==> src/rtl/mem_stage_lsu.sv <==
// Memory-stage load/store unit: address-map decode, store lane steering,
// a one-cycle stage register for loads, and the MMIO cycle/instret counters.
module mem_stage_lsu #(
    parameter int DMEM_AW = 14,
    parameter int CNT_W   = 32
) (
    input  logic               clk,
    input  logic               rst,
    input  logic               stall,
    input  logic               req_valid,
    input  logic               req_load,
    input  logic               req_store,
    input  logic [2:0]         req_funct3,
    input  logic [31:0]        req_addr,
    input  logic [31:0]        req_wdata,
    input  logic               retire,
    output logic [DMEM_AW-1:0] dmem_addr,
    output logic [3:0]         dmem_we,
    output logic [31:0]        dmem_din,
    input  logic [31:0]        dmem_dout,
    output logic [DMEM_AW-1:0] imem_addr,
    output logic [3:0]         imem_we,
    output logic [31:0]        imem_din,
    output logic               wb_valid,
    output logic [31:0]        wb_rdata,
    output logic               misalign
);

    localparam logic [31:0] MMIO_CYCLE   = 32'h8000_0010;
    localparam logic [31:0] MMIO_INSTRET = 32'h8000_0014;
    localparam logic [31:0] MMIO_CLEAR   = 32'h8000_0018;

    logic             fire;
    logic             is_load;
    logic             is_mem;
    logic             misaligned;
    logic             store_go;
    logic             clear_cnt;
    logic             in_dmem;
    logic             in_imem;
    logic [3:0]       lane_we;
    logic [31:0]      lane_din;
    logic [31:0]      mmio_rdata;
    logic [CNT_W-1:0] cycle_cnt;
    logic [CNT_W-1:0] instret_cnt;

    logic             s_load;
    logic             s_mis;
    logic [2:0]       s_funct3;
    logic [1:0]       s_off;
    logic [3:0]       s_region;
    logic [31:0]      s_snap;
    logic [31:0]      load_word;
    logic [31:0]      lane_word;

    // Request decode; a store beats a load if both are flagged.
    always_comb begin
        fire       = req_valid & ~stall & ~rst;
        is_load    = req_load & ~req_store;
        is_mem     = req_load | req_store;
        in_dmem    = (req_addr[31:28] == 4'h1) || (req_addr[31:28] == 4'h3);
        in_imem    = (req_addr[31:28] == 4'h2) || (req_addr[31:28] == 4'h3);
        misaligned = 1'b0;
        lane_we    = 4'b0000;
        lane_din   = req_wdata;
        case (req_funct3[1:0])
            2'b00: begin
                lane_we  = 4'b0001 << req_addr[1:0];
                lane_din = {4{req_wdata[7:0]}};
            end
            2'b01: begin
                misaligned = req_addr[0];
                lane_we    = req_addr[1] ? 4'b1100 : 4'b0011;
                lane_din   = {2{req_wdata[15:0]}};
            end
            default: begin
                misaligned = |req_addr[1:0];
                lane_we    = 4'b1111;
                lane_din   = req_wdata;
            end
        endcase
        misaligned = misaligned & is_mem;
        store_go   = fire & req_store & ~misaligned;
        clear_cnt  = store_go & (req_addr == MMIO_CLEAR);
        mmio_rdata = 32'h0;
        if (req_addr == MMIO_CYCLE) begin
            mmio_rdata = 32'(cycle_cnt);
        end else if (req_addr == MMIO_INSTRET) begin
            mmio_rdata = 32'(instret_cnt);
        end
    end

    assign dmem_addr = req_addr[DMEM_AW+1:2];
    assign imem_addr = req_addr[DMEM_AW+1:2];
    assign dmem_din  = lane_din;
    assign imem_din  = lane_din;
    assign dmem_we   = (store_go & in_dmem) ? lane_we : 4'b0000;
    assign imem_we   = (store_go & in_imem) ? lane_we : 4'b0000;

    // A clear store wins over the increment in the same cycle.
    always_ff @(posedge clk) begin
        if (rst || clear_cnt) begin
            cycle_cnt   <= '0;
            instret_cnt <= '0;
        end else begin
            cycle_cnt   <= cycle_cnt + 1'b1;
            instret_cnt <= instret_cnt + CNT_W'(retire);
        end
    end

    always_ff @(posedge clk) begin
        if (rst) begin
            s_load   <= 1'b0;
            s_mis    <= 1'b0;
            s_funct3 <= 3'b000;
            s_off    <= 2'b00;
            s_region <= 4'h0;
            s_snap   <= 32'h0;
            misalign <= 1'b0;
        end else begin
            misalign <= fire & misaligned;
            if (fire) begin
                s_load   <= is_load;
                s_mis    <= misaligned;
                s_funct3 <= req_funct3;
                s_off    <= req_addr[1:0];
                s_region <= req_addr[31:28];
                s_snap   <= mmio_rdata;
            end else if (!stall) begin
                s_load   <= 1'b0;
                s_mis    <= 1'b0;
                s_funct3 <= 3'b000;
                s_off    <= 2'b00;
                s_region <= 4'h0;
                s_snap   <= 32'h0;
            end
        end
    end

    // Lane select and extension of the returning word; stays stable under stall.
    always_comb begin
        load_word = 32'h0;
        if (!s_mis) begin
            if (s_region == 4'h1 || s_region == 4'h3) begin
                load_word = dmem_dout;
            end else if (s_region == 4'h8) begin
                load_word = s_snap;
            end
        end
        lane_word = load_word >> {s_off, 3'b000};
        case (s_funct3)
            3'b000:  wb_rdata = {{24{lane_word[7]}}, lane_word[7:0]};
            3'b001:  wb_rdata = {{16{lane_word[15]}}, lane_word[15:0]};
            3'b100:  wb_rdata = {24'h0, lane_word[7:0]};
            3'b101:  wb_rdata = {16'h0, lane_word[15:0]};
            default: wb_rdata = load_word;
        endcase
        if (!s_load) begin
            wb_rdata = 32'h0;
        end
    end

    assign wb_valid = s_load;

endmodule

==> config.mk <==
export PLATFORM = sky130hd
export DESIGN_NAME = mem_stage_lsu
export DESIGN_NICKNAME = d
export VERILOG_FILES = /design/src/rtl/mem_stage_lsu.sv
export SDC_FILE = /design/constraint.sdc
export NUM_CORES = 1
export LEC_CHECK = 0
export ABC_CLOCK_PERIOD_IN_PS = 8000
export CAP_MARGIN = 10
export CORE_MARGIN = 2
export CORE_UTILIZATION = 52
export CTS_BUF_LIST = sky130_fd_sc_hd__clkbuf_2 sky130_fd_sc_hd__clkbuf_4 sky130_fd_sc_hd__clkbuf_8
export CTS_CLUSTER_DIAMETER = 50
export DETAILED_ROUTE_END_ITERATION = 10
export GPL_TIMING_DRIVEN = 0
export PLACE_DENSITY = 0.9
export SETUP_SLACK_MARGIN = 0.3
export SYNTH_ARGS = -nofsm -noshare
export SYNTH_HDL_FRONTEND = slang
export SYNTH_SLANG_ARGS = --single-unit
==> constraint.sdc <==
create_clock -name clk -period 8 [get_ports clk]
set_input_delay 2.4 -clock clk [delete_from_list [all_inputs] [get_ports clk]]
set_output_delay 2.4 -clock clk [all_outputs]
set_load 0.05 [all_outputs]
==> results.sh <==
export IMPL_ys_seq_area_frac=0.303
export IMPL_routabilityCongestion=1.02
export IMPL_cap_violations=0
export IMPL_portBuffers=239
export IMPL_start_util=0.535
export IMPL_p_sw_mw=0.420
export IMPL_cts_made_buffers=9
export IMPL_synthAdderAreaFrac=0.00525
export IMPL_p_leak_nw=3.89
export IMPL_max_freq_mhz=132
export IMPL_met2_usage=0.579
export IMPL_powerDensity_mw_per_mm2=126
export IMPL_rows=42
export IMPL_fin_setup_tns_ns=0
export IMPL_hold_ws_ns=0.499
export IMPL_crit_fanout=10
export IMPL_via_per_inst=5.91
export IMPL_yosysWarnings=0
export IMPL_clk_latency_ns=0.37
export IMPL_ctsResizeCount=0
export IMPL_fin_ws_ns=0.409
export IMPL_maxSlewViolCount=0
export IMPL_synthFlopType="dfxtp_1"
export IMPL_synth_simple_area_share=0.212
export IMPL_vias=7654
export IMPL_use_met3=0.0578
export IMPL_synth_cell_types=76
export IMPL_antenna_found_initial=2
export IMPL_hpwl_um=20700
export IMPL_synth_edff_count=0
export IMPL_core_area_mm2=0.0133
export IMPL_diodes=0
export IMPL_peakVddDrop_v=0.000114
export IMPL_worstSetupPathType="in -> out"
export IMPL_ys_seq_elements=108
export IMPL_fin_crit_sh=0.949
export IMPL_hp_class="reg -> reg"
export IMPL_dr_pass1_iters=6
export IMPL_clockBufferDepth=2
export IMPL_area_growth_pct=39.2
export IMPL_drt_iter0_markers=940
export IMPL_grt_pass1_vias=7169
export IMPL_pre_cts_ws_ns=0.435
export IMPL_synth_xor_area_share=0.0650
export IMPL_synth_top_area_frac=0.303
export IMPL_grt_pass1_wl_um=40000
export IMPL_layout_nets=1223
export IMPL_dpl_cell_area_mm2=0.00976
export IMPL_grt_overflow=0
export IMPL_cp_start_kind="input pin"
export IMPL_cts_tree="yes"
export IMPL_finalPower_mw=1.25
export IMPL_fin_crit_ns=7.59
export IMPL_synthTopCellsByArea="dfxtp_1 30%, buf_4 8.5%, xor2_1 5.4%"
export IMPL_worstMarginPinSlew_ns=0.816
export IMPL_die_y_um=121
export IMPL_cts_setup_buffers=0
export IMPL_rsz0062_at_grt="false"
export IMPL_synth_cells=864
export IMPL_relSlewSlack=0.454
export IMPL_crit_required_ns=5.60
export IMPL_worstPathArrival_ns=5.19
export IMPL_grt_max_degree=19
export IMPL_fin_util=0.745
export IMPL_drcViolationCount=0
export IMPL_htree_num_levels=3
export IMPL_cts_root_buf="clkbuf_8"
export IMPL_dieArea_mm2=0.0147
export IMPL_clkSinkCount=108
export IMPL_fin_area_mm2=0.00994
export IMPL_met1_usage=0.475
export IMPL_hold_buffers=0
export IMPL_pwr_share_seq=0.438
export IMPL_synth_area_per_cell_um2=8.27
export IMPL_busiest_layer="met2"
export IMPL_outcome="finished clean"
export IMPL_swShare=0.336
export IMPL_wl_per_cell_um=20.2
export IMPL_synthArstFlopShare=0
export IMPL_io_pins=240
export IMPL_die_width_um=121
export IMPL_finalWirelength_um=26200
export IMPL_antenna_left=0
export IMPL_synth_top_family_by_area="compound AO/OA/AOI/OAI gates"
export IMPL_grt_total_usage=0.348
export IMPL_synth_area_mm2=0.00714
export IMPL_final_cells=1295
export IMPL_drive_gt1_frac=0.150
export IMPL_synth_compound_area_frac=0.247
export IMPL_crit_path_end_kind="output pin"
export IMPL_setup_viol=0
export IMPL_synth_largest_area_cell="dfxtp_1"
export IMPL_clkPwrFrac=0.254
export IMPL_dp_cells=1279
export IMPL_power_internal_mw=0.829
export IMPL_fin_skew_ns=0.0194
export IMPL_clk_pin_slew_ns=0.10
export IMPL_syn_nets=973
export IMPL_synthMuxAreaShare=0.0378
export IMPL_combPwrFrac=0.308
export IMPL_hold_viol=0
## cells in the final DEF, fill, tap and decap left out, types with 16 or more instances in the layout
cell type | synthesis | routed
a21o_1 | 34 | 34
a21oi_1 | 39 | 39
a22o_1 | 32 | 32
a22oi_1 | 32 | 32
buf_4 | 81 | 81
clkbuf_1 | 24 | 24
clkdlybuf4s50_1 | 0 | 239
dfxtp_1 | 108 | 108
mux2_2 | 16 | 16
nand2_1 | 58 | 58
nand3_1 | 23 | 23
nand4_1 | 21 | 21
nor2_1 | 93 | 93
o21ai_0 | 64 | 64
xor2_1 | 44 | 44
## state kept, by name (all words and copies together) (netlist names)
name,cells
misalign,1
s_mis,1
wb_valid,1
s_region,4
s_off,2
s_funct3,3
cycle_cnt,32
instret_cnt,32
s_snap,32
## critical path, stage by stage
cell and delay (ns):
clkdlybuf4s50_1 0.51, buf_1 0.53, clkbuf_1 0.45, nand2_1 0.12
o21ai_0 0.20, buf_4 0.18, clkdlybuf4s50_1 0.80
## logic make-up after synthesis
kind of cell / count (synthesis)
simple gates: 280
fa+ha+maj: 3
flops: 108
mux: 25
buf+inv: 144
compound gates: 251
xor+xnor: 53
## synthesized netlist by cell type, types with 8 or more instances
master,n
a21o_1,34
a21oi_1,39
a22o_1,32
a22oi_1,32
and3_1,9
and4_1,11
buf_2,11
buf_4,81
buf_6,8
clkbuf_1,24
dfxtp_1,108
inv_1,15
mux2_2,16
mux2i_1,9
nand2_1,58
nand3_1,23
nand4_1,21
nor2_1,93
nor3_1,8
o21ai_0,64
xnor2_1,9
xor2_1,44
## cell type report
cell class                      instances  area, um^2
Timing Repair Buffer                  239        2390
Fill cell                            1003        3400
Multi-Input combinational cell        612        4050
Inverter                               15        56.3
Tap cell                              176         220
Sequential cell                       108        2160
Clock buffer                           11         145
Clock inverter                          5        42.5
Buffer                                129         873
## power groups by stage
stage	clock [mW]	sequential, mW	combinational (mW)
after floorplan	0	0.559	0.228
after global placement	0	0.559	0.377
after detailed placement	0	0.559	0.380
after CTS	0.319	0.547	0.382
after global routing	0.342	0.548	0.400
final	0.317	0.547	0.385
## metal layers
layer  up-vias  wire, um
met5         -        13
li1       3558         -
met2       428     12400
met3        56      2450
met4         2       546
met1      3610     10800
## worst paths after layout
path                                           startpoint                         end  slack (ns)  cells after the start
worst max-delay path                        req_funct3[1]                imem_din[27]        0.41                      7
worst min-delay path             cycle_cnt[31]$_SDFF_PP0_     s_snap[31]$_SDFFE_PP0P_        0.50                      1
worst max register to register  instret_cnt[0]$_SDFF_PP0_  instret_cnt[26]$_SDFF_PP0_        5.81                      8
worst min register to register   cycle_cnt[31]$_SDFF_PP0_     s_snap[31]$_SDFFE_PP0P_        0.50                      1
(Power assumes the default switching activity.)
